[config.mk]
export PLATFORM = sky130hd
export DESIGN_NAME = wide_add_sequencer
export DESIGN_NICKNAME = d
export VERILOG_FILES = /design/src/rtl/wide_add_sequencer_pkg.sv /design/src/rtl/ripple_carry_adder.sv /design/src/rtl/wide_add_sequencer.sv
export SDC_FILE = /design/constraint.sdc
export NUM_CORES = 1
export LEC_CHECK = 0
export ABC_AREA = 0
export BUFFER_PORTS_ARGS = -buffer_cell sky130_fd_sc_hd__buf_2
export CORE_MARGIN = 2
export CORE_UTILIZATION = 55
export CTS_CLUSTER_DIAMETER = 150
export DETAILED_ROUTE_END_ITERATION = 8
export GPL_TIMING_DRIVEN = 0
export PLACE_DENSITY = 0.85
export SLEW_MARGIN = 20
export SYNTH_ARGS = -nofsm -noshare
export SYNTH_HDL_FRONTEND = slang
export SYNTH_SLANG_ARGS = --single-unit
[constraint.sdc]
create_clock -name clk -period 8.9 [get_ports clk]
set_clock_uncertainty 0.2 [all_clocks]
set_input_delay 1.78 -clock clk [delete_from_list [all_inputs] [get_ports clk]]
set_output_delay 1.78 -clock clk [all_outputs]
set_load 0.01 [all_outputs]
[src/rtl/wide_add_sequencer_pkg.sv]
// Shared types and constants for the multi-precision add/subtract sequencer.
package wide_add_sequencer_pkg;

    localparam int SLICE_W = 16;

    typedef enum logic [1:0] {
        IDLE = 2'd0,
        RUN  = 2'd1,
        DONE = 2'd2
    } state_t;

endpackage

[src/rtl/ripple_carry_adder.sv]
// 16-bit ripple-carry adder shared by the wide-operand datapath.
module ripple_carry_adder
    import wide_add_sequencer_pkg::*;
(
    input  logic [SLICE_W-1:0] a,
    input  logic [SLICE_W-1:0] b,
    input  logic               cin,
    output logic [SLICE_W-1:0] sum,
    output logic               cout
);

    assign {cout, sum} = {1'b0, a} + {1'b0, b} + {{SLICE_W{1'b0}}, cin};

endmodule

[src/rtl/wide_add_sequencer.sv]
// Multi-precision add/subtract: one 16-bit adder reused over WORDS cycles,
// least-significant slice first, with the carry registered between slices.
//
//   state | meaning
//   IDLE  | waiting for operands, in_ready high
//   RUN   | adding slice idx, one slice per cycle
//   DONE  | result held on sum/cout until out_ready
module wide_add_sequencer
    import wide_add_sequencer_pkg::*;
#(
    parameter int WORDS = 4
)
(
    input  logic                     clk,
    input  logic                     rst,
    input  logic                     in_valid,
    output logic                     in_ready,
    input  logic [WORDS*SLICE_W-1:0] a,
    input  logic [WORDS*SLICE_W-1:0] b,
    input  logic                     cin,
    input  logic                     op_sub,
    output logic                     out_valid,
    input  logic                     out_ready,
    output logic [WORDS*SLICE_W-1:0] sum,
    output logic                     cout,
    output logic                     busy
);

    localparam int W     = WORDS * SLICE_W;
    localparam int IDX_W = $clog2(WORDS);
    localparam logic [IDX_W-1:0] LAST_IDX = IDX_W'(WORDS - 1);

    state_t             state;
    logic [W-1:0]       a_reg;
    logic [W-1:0]       b_reg;
    logic [W-1:0]       sum_reg;
    logic               carry;
    logic               cout_reg;
    logic [IDX_W-1:0]   idx;

    logic [SLICE_W-1:0] a_slice;
    logic [SLICE_W-1:0] b_slice;
    logic [SLICE_W-1:0] add_sum;
    logic               add_cout;

    assign a_slice = a_reg[idx*SLICE_W +: SLICE_W];
    assign b_slice = b_reg[idx*SLICE_W +: SLICE_W];

    ripple_carry_adder u_adder (
        .a    (a_slice),
        .b    (b_slice),
        .cin  (carry),
        .sum  (add_sum),
        .cout (add_cout)
    );

    always_ff @(posedge clk or posedge rst) begin
        if (rst) begin
            state    <= IDLE;
            a_reg    <= '0;
            b_reg    <= '0;
            sum_reg  <= '0;
            carry    <= 1'b0;
            cout_reg <= 1'b0;
            idx      <= '0;
        end else begin
            case (state)
                IDLE: begin
                    if (in_valid) begin
                        // Subtract is folded into the add: a + ~b + 1.
                        a_reg    <= a;
                        b_reg    <= op_sub ? ~b : b;
                        carry    <= op_sub | cin;
                        idx      <= '0;
                        sum_reg  <= '0;
                        cout_reg <= 1'b0;
                        state    <= RUN;
                    end
                end
                RUN: begin
                    sum_reg[idx*SLICE_W +: SLICE_W] <= add_sum;
                    carry <= add_cout;
                    if (idx == LAST_IDX) begin
                        cout_reg <= add_cout;
                        state    <= DONE;
                    end else begin
                        idx <= idx + IDX_W'(1);
                    end
                end
                DONE: begin
                    if (out_ready) begin
                        state <= IDLE;
                    end
                end
                default: state <= IDLE;
            endcase
        end
    end

    assign in_ready  = (state == IDLE);
    assign out_valid = (state == DONE);
    assign busy      = (state != IDLE);
    assign sum       = sum_reg;
    assign cout      = cout_reg;

endmodule

; ---- Word-level counts from Yosys, hierarchy flattened
; Index checks and enable logic that the tools add are counted.
[totals]
regBits = 198
wordCells = 48
[op_classes]
addsub = 4
eq_ne = 7
shifts = 4
n_mux = 16
bitwise = 2
n_reduce_logical = 8
[ops]
columns = cell, n
row1 = 2-to-1 mux 64 bit, 2
row2 = case mux 64 bit (2 select lines), 1
row3 = indexed part select 64 x 7 -> 16 bit, 2
row4 = bitwise mux 64 bit, 1
row5 = NOT 64 bit, 1
row6 = "variable shift 16 x 34 -> 64 bit, first input constant", 1
row7 = indexed part select 16 x 34 -> 64 bit, 1
row8 = negator 6 -> 34 bit, 1
row9 = adder 16 x 16 -> 17 bit, 1
row10 = adder 17 x 1 -> 17 bit, 1
row11 = 2-to-1 mux 2 bit, 5
row12 = AND reduction 3 bit, 3
row13 = "inequality test 2 bit, second input constant", 3
row14 = case mux 2 bit (3 select lines), 1
row15 = "== test 2 bit, second input constant", 2
row16 = case mux 1 bit (2 select lines), 2
row17 = case mux 2 bit (2 select lines), 1
row18 = AND reduction 2 bit, 2
row19 = nonzero test 2 bit, 2
row20 = 2-to-1 mux 1 bit, 3
row21 = "adder 2 x 1 -> 2 bit, second input constant", 1
row22 = "== test 2 x 1 -> 1 bit, second input constant", 1
row23 = zero test 2 bit, 1
row24 = "inequality test 2 x 1 -> 1 bit, second input constant", 1
row25 = bitwise OR 1 bit, 1

; ---- Longest topological paths before layout
; Gate-level depths: netlist (run 1).
[depth]
ltp_word = 6
mapped_depth = 12
depth_no_buf = 10

; ---- Cells and area by module
; Synthesis (run 1) repeated with hierarchy kept, for this count alone.
[unflattened]
cells_unflattened = 744
area_unflattened_um2 = 9476.6
[modules_own_cells]
columns = mod, n_inst, cells_each, area_per_inst_um2, seq_area_each_um2
row1 = wide_add_sequencer, 1, 642, 8730.9, 4954.8
row2 = ripple_carry_adder, 1, 102, 745.7, 0.0

; ---- Worst setup path before layout (run 1)
; OpenSTA, ideal clock, no wires.
[synth_path]
kind = register -> register
start = reg idx[0]
end = reg sum_reg[12] (netlist: sum[12])
arrival_time_ns = 3.328
required_ns = 8.579
slack_ns = 5.251
stages_incl_launch_ff = 13
n_path_buf = 2
period_less_slack_ns = 3.649
cell_sequence = dfrtp_1 buf_2 buf_2 mux4_2 fa_1 inv_1 fa_1 nor2b_2 o211ai_2 a31oi_2 a311o_1 xor2_1 a22o_1
[synth_via]
elab_chain_len = 6
word_cells_on_any_way = 9
classes_between = 3 x add/sub / 4 x shift / 2 x mux
[synth_rtl]
columns = item, line
row1 = "start, declared", wide_add_sequencer.sv:39  ; logic [IDX_W-1:0] idx;
row2 = "start signal, assigned", wide_add_sequencer.sv:87  ; idx <= idx + IDX_W'(1);
row3 = indexed part select 64 x 7 -> 16 bit (on tied branches), "wide_add_sequencer.sv:46, wide_add_sequencer.sv:47"
row4 = adder 16 x 16 -> 17 bit, ripple_carry_adder.sv:12  ; assign {cout, sum} = {1'b0, a} + {1'b0, b} + {{SLICE_W{1'b0}}, cin};
row5 = adder 17 x 1 -> 17 bit, ripple_carry_adder.sv:12
row6 = indexed part select 16 x 34 -> 64 bit, wide_add_sequencer.sv:81  ; sum_reg[idx*SLICE_W +: SLICE_W] <= add_sum;
row7 = bitwise mux 64 bit (*), wide_add_sequencer.sv:81
row8 = case mux 64 bit (2 select lines) (*), wide_add_sequencer.sv:67  ; case (state)
row9 = "end signal, assigned by index", wide_add_sequencer.sv:81
row10 = "end, declared", wide_add_sequencer.sv:36  ; logic [W-1:0] sum_reg;
; Mark *: on every way between the ends. The rest lies on a longest branch, timed or not.
; A chain may end at the register's enable or synchronous reset.

; ---- Final worst setup path (run 1)
[layout_path]
start = reg idx[1]
end = reg sum_reg[12] (netlist: sum[12])
; Same word-level chain as after synthesis.

==> results of run 1 <==
==> area by class of cell <==
cell class              instances  area [sq um]
repair buffers                202          1033
multi-input cells             510          4203
clock buffers                  20         456.7
well taps                     220         275.3
plain buffers                  54         241.5
clock inverters                12         121.4
fillers                      1201          5370
flip-flops and latches        198          4955
inverters                      10         45.04
==> through the flow <==
step | instance area, sq um | hold WS [ns] | instances | worst slack (ns) | utilization, %
after floorplan | 9437 | 0.2752 | 772 | 1.523 | -
after global placement | 10720 | 0.2598 | 1193 | -0.4255 | 64.17
after detailed placement | 10750 | 0.2760 | 1194 | 4.542 | 64.38
after CTS | 11330 | 0.2926 | 1226 | 4.534 | 67.85
after global routing | 11330 | 0.3094 | 1226 | 4.273 | 67.85
final | 11330 | 0.2952 | 1226 | 4.505 | 67.85
==> synthesized netlist by cell type (2+ instances only) <==
cell      count
dfrtp_1     198
nor2_1       83
a21oi_1      76
xnor2_1      72
mux2_2       64
a22o_1       55
mux4_2       32
buf_2        31
nand2_1      27
clkbuf_1     23
ha_1         19
o21ai_0      14
inv_1        10
a21o_1        6
nand3_1       6
o21ai_1       5
a221o_1       4
and3_1        4
nand2b_1      4
xor2_1        3
a211oi_2      2
a311o_1       2
a31oi_1       2
a31oi_2       2
and2_1        2
fa_1          2
nor3b_1       2
o211ai_2      2
o21a_1        2
o21bai_1      2
==> how the worst max path moves through the flow <==
stage                     startpoint         to  slack (ns)
final                         idx[1]    sum[12]        4.51
after global routing          idx[1]    sum[12]        4.27
after CTS                     idx[1]    sum[12]        4.53
after detailed placement      idx[1]    sum[12]        4.54
after global placement           rst  b_reg[54]       -0.43
after floorplan                  rst   a_reg[0]        1.52
==> power breakdown <==
part | internal (mW) | switching (mW) | total [mW]
registers | 1.30 | 0.224 | 1.52
clock network | 0.407 | 0.350 | 0.757
logic | 1.23 | 1.82 | 3.06
total | 2.94 | 2.40 | 5.34
==> cells by family after synthesis <==
logic type / after synthesis
mux: 97
flops: 198
buf+inv: 64
fa+ha+maj: 21
simple gates: 135
compound gates: 182
xor+xnor: 75
==> worst max-delay path, stage by stage, from the launching register on <==
cell      delay, ns
dfrtp_1        0.38
clkbuf_1       0.44
clkbuf_1       0.60
mux4_2         0.47
fa_1           0.46
inv_1          0.09
fa_1           0.21
nor2b_2        0.07
o211ai_2       0.18
a31oi_2        0.17
a311o_1        0.43
xor2_1         0.40
a22o_1         0.22
==> metal layers <==
layer	track usage, %	wire (um)	share of wire, %
met5	0	0	0
met4	10.36	690	2.8
met3	5.518	1822	7.4
met2	45.57	11750	48
met1	37.49	10210	42
==> Flow_metrics.wiki, run 1 <==
{| class="wikitable"
! Metric !! Value
|-
| Tcrit/Tclk final || 49.38%
|-
| Final TNS setup || 0 ns
|-
| Simple-gate portion of the synthesized area || 6.006%
|-
| Leakage dissipation || 5.260 nW
|-
| Max-slew violations || 0
|-
| Worst Hold Launch || sum[2]
|-
| Number of nets with antenna violations after routing || 0
|-
| Share of the synthesized area in the top cell type || 52.51%
|-
| First-pass iteration count of the detailed router || 5
|-
| Run status || complete, no violations
|-
| Data required time at the worst endpoint || 9.07 ns
|-
| Total power per unit cell area || 470.9 nW/um^2
|-
| Standard-cell row count || 47
|-
| GRT Util Overall || 27.92%
|-
| Number of cells on the worst hold path || 1
|-
| Worst r2r src || idx[1]
|-
| Clock Path Buffers || 2
|-
| Number of nets in the layout || 1,148
|-
| Fmax || 227.6 MHz
|-
| Rel. slew slack || 34.70%
|-
| Global-route wire length before repair || 38,480 um
|-
| Number of H-tree levels || 4
|-
| Crit start category || flop
|-
| Total clock buffers created by CTS || 17
|-
| Fraction of synthesized cell area in xor and xnor cells || 6.961%
|-
| Synth top area cells || dfrtp_1, mux2_2, mux4_2
|-
| FF+latch count, synth || 198
|-
| Worst R2R Path Depth || 12
|-
| Total overflow reported by the global router || 0
|-
| Core area || 16,700 sq um
|-
| CTS clock-pin slew for the worst setup and hold paths || 0.07 ns
|-
| Mapped Nets || 927
|-
| Detail-routed net length per standard cell || 19.96 um
|-
| Post-synth EDFFs || 0
|-
| Starting density of the core || 56.50%
|-
| Number of hold buffers added after cts || 0
|-
| Detailed-placement wirelength estimate || 18,260 um
|-
| Hold path endpoint || sum[2]
|-
| Post-synthesis cell type with the largest combined area || dfrtp_1
|-
| Measured slew at the worst slew-check pin || 0.9705 ns
|-
| Maximum resistive drop on vdd || 0.2705 mV
|-
| Register-to-Register Setup Slack || 4.51 ns
|-
| Initial antenna violation count || 0
|-
| Complex-gate fraction of the synthesized area || 13.25%
|-
| # IOs || 202
|-
| Number of sinks driven by the clock tree || 198
|-
| Overall Power || 5.336 mW
|-
| Layout-stage area growth over the synthesis result || 20.07%
|-
| Combinational family with the most area after synthesis || multiplexers
|-
| Worst min-delay path category || flop to flop
|-
| Syn. warnings || 0
|-
| Antenna fix cells || 0
|-
| Syn Inst Count || 772
|-
| Biggest fanout along the worst timing path || 10
|-
| Final GP Congestion || 0.9238
|-
| I/O Buffers || 201
|-
| Commonest non-fill, non-tap cell in the layout || buf_2
|-
| CP Class || flop to flop
|-
| Unrepaired setup endpoints after global routing || false
|-
| Overall die area || 18,220 sq um
|-
| Crit Reg-Reg Endpoint || sum[12]
|-
| Total of cells resized after clock tree synthesis || 0
|-
| Drt total wl || 24,470 um
|-
| Clk_lat worst skew || 0.43 ns
|-
| Buffer cell driving the clock tree root || clkbuf_16
|-
| Type of destination of the critical path || flop
|-
| Drt initial violations || 505
|-
| Synth Area per Inst || 12.22 sq um
|-
| Share of layout cells above drive strength 1 || 36.88%
|-
| Hold Violations, Final || 0
|-
| Drt drc || 0
|-
| Vias per Instance || 5.813
|-
| Max-Cap Viols || 0
|-
| Setup fix buffers added after clock tree synthesis || 0
|-
| Cell area after technology mapping || 9437 sq um
|-
| Count of unique library cells instantiated by Yosys || 46
|-
| Final critical path time including I/O delays and setup || 4.395 ns
|-
| Area share of fa/ha/maj cells after synthesis || 2.944%
|-
| Width of the chip || 135.0 um
|-
| Commonest cells after routing, fill and taps aside || buf_2, dfrtp_1, nor2_1
|-
| Share of synthesized registers carrying an async set or reset || 100.0%
|-
| Vias post-DR || 7,127
|-
| Multiplexer fraction of the synthesized cell area || 15.38%
|-
| Data arrival time of the critical path || 4.57 ns
|-
| Die H || 135.0 um
|-
| Number of global-route vias before repair || 7,254
|-
| Setup violators final || 0
|-
| Sequential element share of the synthesized area || 52.51%
|-
| Clock tree from TritonCTS || built
|-
| Pin count of the biggest net entering global routing || 106
|-
| Flip-flop cell with the highest count after synthesis || dfrtp_1
|}
No activity file was read; power rests on OpenSTA's default activity.
==> run 2, diff against run 1 <==
--- a/config.mk
+++ b/config.mk
@@ -5,7 +5,7 @@
 export SDC_FILE = /design/constraint.sdc
 export NUM_CORES = 1
 export LEC_CHECK = 0
-export ABC_AREA = 0
+export ABC_AREA = 1
 export BUFFER_PORTS_ARGS = -buffer_cell sky130_fd_sc_hd__buf_2
 export CORE_MARGIN = 2
 export CORE_UTILIZATION = 55
==> constraint.sdc (replaced) <==
create_clock -name clk -period 4.2 [get_ports clk]
set_clock_uncertainty 0.2 [all_clocks]
set_input_delay 0.84 -clock clk [delete_from_list [all_inputs] [get_ports clk]]
set_output_delay 0.84 -clock clk [all_outputs]
set_load 0.01 [all_outputs]
==> Flow_metrics.wiki, run 2 <==
{| class="wikitable"
! Metric !! Value
|-
| GRT Util Overall || 30.66% (was 27.92%)
|-
| Max-slew violations || 0 (unchanged)
|-
| Width of the chip || 138.7 um (was 135.0 um)
|-
| I/O Buffers || 200 (was 201)
|-
| Total overflow reported by the global router || 0 (unchanged)
|-
| Post-route standard cell area excluding fillers || 11,980 sq um (was 11,330 sq um)
|-
| Net switching fraction of the power || 48.85% (was 44.96%)
|-
| Leakage dissipation || 6.385 nW (was 5.260 nW)
|-
| Combinational family with the most area after synthesis || simple AND/OR/NAND/NOR gates (was multiplexers)
|-
| Clock Path Buffers || 2 (unchanged)
|-
| CTS clock-pin slew for the worst setup and hold paths || 0.07 ns (about the same)
|-
| Vias post-DR || 9,373 (was 7,127)
|-
| Final critical path time including I/O delays and setup || 3.623 ns (was 4.395 ns)
|-
| Drt initial violations || 956 (was 505)
|-
| Post-synth EDFFs || 0 (unchanged)
|-
| Unrepaired setup endpoints after global routing || false (unchanged)
|-
| First-pass iteration count of the detailed router || 6 (was 5)
|-
| Number of sinks driven by the clock tree || 198 (unchanged)
|-
| CP Class || flop to flop (unchanged)
|-
| Worst r2r src || idx[0] (was idx[1])
|-
| Number of nets with antenna violations after routing || 0 (unchanged)
|-
| Number of H-tree levels || 4 (unchanged)
|-
| Multiplexer fraction of the synthesized cell area || 0% (was 15.38%)
|-
| Worst min-delay path category || flop to flop (unchanged)
|-
| FF+latch count, synth || 198 (unchanged)
|-
| Non-filler cells, final || 1,697 (was 1,226)
|-
| Mapped Nets || 1,385 (was 927)
|-
| Starting density of the core || 55.75% (was 56.50%)
|-
| Cell area after technology mapping || 9981 sq um (was 9437 sq um)
|-
| Startpoint of the most critical setup path || idx[0] (was idx[1])
|-
| Power share of the combinational group || 54.6% (was 57.3%)
|-
| Share of synthesized registers carrying an async set or reset || 100.0% (unchanged)
|-
| Run status || complete, no violations (unchanged)
|-
| Detail-routed net length per standard cell || 17.16 um (was 19.96 um)
|-
| Drt drc || 0 (unchanged)
|-
| Syn Inst Count || 1,230 (was 772)
|-
| Synth top area cells || dfrtp_1, nand2_1, o21ai_0 (was dfrtp_1, mux2_2, mux4_2)
|-
| Tcrit/Tclk final || 86.25% (was 49.38%)
|-
| Hold Violations, Final || 0 (unchanged)
|-
| Total power per unit cell area || 888.4 nW/um^2 (was 470.9 nW/um^2)
|-
| Die H || 138.7 um (was 135.0 um)
|-
| Max-Cap Viols || 0 (unchanged)
|-
| Fraction of synthesized cell area in xor and xnor cells || 6.318% (was 6.961%)
|-
| Simple-gate portion of the synthesized area || 24.21% (was 6.006%)
|-
| Core area || 17,900 sq um (was 16,700 sq um)
|-
| Total of cells resized after clock tree synthesis || 0 (unchanged)
|-
| Commonest cells after routing, fill and taps aside || nand2_1, buf_2, dfrtp_1 (was buf_2, dfrtp_1, nor2_1)
|-
| Data required time at the worst endpoint || 4.38 ns (was 9.07 ns)
|-
| Setup violators final || 0 (unchanged)
|-
| Synth Area per Inst || 8.114 sq um (was 12.22 sq um)
|-
| Crit start category || flop (unchanged)
|-
| Count of unique library cells instantiated by Yosys || 38 (was 46)
|-
| # IOs || 202 (unchanged)
|-
| Detailed-placement wirelength estimate || 22,370 um (was 18,260 um)
|-
| Most instantiated cells after synthesis || nand2_1, dfrtp_1, o21ai_0 (was dfrtp_1, nor2_1, a21oi_1)
|-
| Total clock buffers created by CTS || 17 (unchanged)
|-
| Data arrival time of the critical path || 3.80 ns (was 4.57 ns)
|-
| Post-placement cell count || 1,665 (was 1,194)
|-
| Total placed instance area || 11,400 sq um (was 10,750 sq um)
|-
| Number of global-route vias before repair || 8,966 (was 7,254)
|-
| Final TNS setup || 0 ns (unchanged)
|-
| Final GP Congestion || 0.9011 (was 0.9238)
|-
| Maximum resistive drop on vdd || 0.5783 mV (was 0.2705 mV)
|-
| Clock share of power || 15.3% (was 14.2%)
|-
| Final hold slack || 0.2769 ns (was 0.2952 ns)
|-
| Sw power || 5.199 mW (was 2.399 mW)
|-
| Rel. slew slack || 53.59% (was 34.70%)
|-
| Drt total wl || 29,110 um (was 24,470 um)
|-
| Overall die area || 19,240 sq um (was 18,220 sq um)
|-
| Most frequently used cell type in the post-synthesis netlist || nand2_1 (was dfrtp_1)
|-
| Sequential group share of total power || 30.1% (was 28.5%)
|-
| Commonest non-fill, non-tap cell in the layout || nand2_1 (was buf_2)
|-
| Measured slew at the worst slew-check pin || 0.6962 ns (was 0.9705 ns)
|-
| Setup fix buffers added after clock tree synthesis || 0 (unchanged)
|-
| Complex-gate fraction of the synthesized area || 11.06% (was 13.25%)
|-
| Layout-stage area growth over the synthesis result || 20.02% (was 20.07%)
|-
| Share of the synthesized area in the top cell type || 49.64% (was 52.51%)
|-
| Initial antenna violation count || 0 (unchanged)
|-
| Antenna fix cells || 0 (unchanged)
|-
| Flip-flop cell with the highest count after synthesis || dfrtp_1 (unchanged)
|-
| Share of layout cells above drive strength 1 || 20.30% (was 36.88%)
|-
| Clock tree from TritonCTS || built (unchanged)
|-
| Buffer cell driving the clock tree root || clkbuf_16 (unchanged)
|-
| Int Pwr || 5.443 mW (was 2.937 mW)
|-
| Global-route wire length before repair || 46,530 um (was 38,480 um)
|-
| Fmax || 276.0 MHz (was 227.6 MHz)
|-
| Syn. warnings || 0 (unchanged)
|-
| Vias per Instance || 5.523 (was 5.813)
|-
| Standard-cell row count || 49 (was 47)
|-
| Type of destination of the critical path || flop (unchanged)
|-
| Pin count of the biggest net entering global routing || 34 (was 106)
|-
| Number of hold buffers added after cts || 0 (unchanged)
|-
| Clk_lat worst skew || 0.44 ns (was 0.43 ns)
|-
| Number of nets in the layout || 1,610 (was 1,148)
|-
| Post-synthesis cell type with the largest combined area || dfrtp_1 (unchanged)
|-
| Area share of fa/ha/maj cells after synthesis || 2.783% (was 2.944%)
|-
| Sequential element share of the synthesized area || 49.64% (was 52.51%)
|-
| Biggest fanout along the worst timing path || 10 (unchanged)
|-
| Worst Hold Launch || a_reg[45] (was sum[2])
|}
==> run 2: logic make-up after synthesis <==
family                     after synthesis
buffers and inverters                  134
AOI/OAI and AO/OA                      203
DFF                                    198
and+or+nand+nor                        602
adders and majority gates               21
xor gates and xnor gates                72
==> run 2: path summary, 6_finish.rpt <==
| check | endpoint | slack (ns) | cells after the start |
|---|---|---|---|
| max in group asynchronous | b_reg[12] | 2.28 | 6 |
| worst min register to register | a_reg[45] | 0.28 | 2 |
| min in group asynchronous | sum[48] | 0.29 | 2 |
| worst max-delay path | sum[24] | 0.58 | 16 |
| worst max register to register | sum[24] | 0.58 | 16 |
| worst min-delay path | a_reg[45] | 0.28 | 2 |
==> run 2: area by class of cell <==
class / instances / area (sq um)
buffer: 69 / 350.3
timing repair buffer: 206 / 1129
clock inverter: 14 / 140.1
sequential: 198 / 4955
fill: 1425 / 5923
tap: 229 / 286.5
clock buffer: 18 / 439.2
inverter: 65 / 251.5
multi-input combinational: 898 / 4428
==> run 2: layer usage <==
| metal | vias to the layer above | track usage (%) | wire length (um) |
|---|---|---|---|
| li1 | 4391 | - | - |
| met1 | 4398 | 41.38 | 11900 |
| met2 | 498 | 48.78 | 13380 |
| met3 | 86 | 4.972 | 2390 |
| met4 | 0 | 15.05 | 1439 |
| met5 | - | 0 | 0 |
==> run 2: through the flow <==
stage | power, mW | worst slack (ns) | utilization (%)
3_3_place_gp | 8.660 | -0.4492 | 62.96
6_report | 10.64 | 0.5774 | 66.91
2_1_floorplan | 7.058 | 0.5996 | -
4_1_cts | 10.51 | 0.6364 | 66.91
3_5_place_dp | 8.864 | 0.6649 | 63.68
5_1_grt | 11.43 | 0.3440 | 66.91
==> run 2: worst max-delay path, cell delays in order (launching register included) <==
cell     delay (ns)
dfrtp_1        0.41
buf_2          0.22
inv_1          0.12
buf_2          0.21
buf_2          0.27
nor2_1         0.07
o22ai_1        0.30
fa_1           0.28
inv_1          0.07
fa_1           0.40
inv_1          0.09
nand3_1        0.07
nand3_1        0.14
a21oi_1        0.10
xnor2_1        0.38
nand4_1        0.14
nand2_1        0.09
==> run 2: power by group through the flow <==
stage | clock network [mW] | logic (mW) | registers, mW
floorplan | 0 | 3.97 | 3.09
global placement | 0 | 5.48 | 3.18
detailed placement | 0 | 5.66 | 3.20
CTS | 1.62 | 5.72 | 3.18
global route | 1.69 | 6.48 | 3.26
finish | 1.63 | 5.81 | 3.21
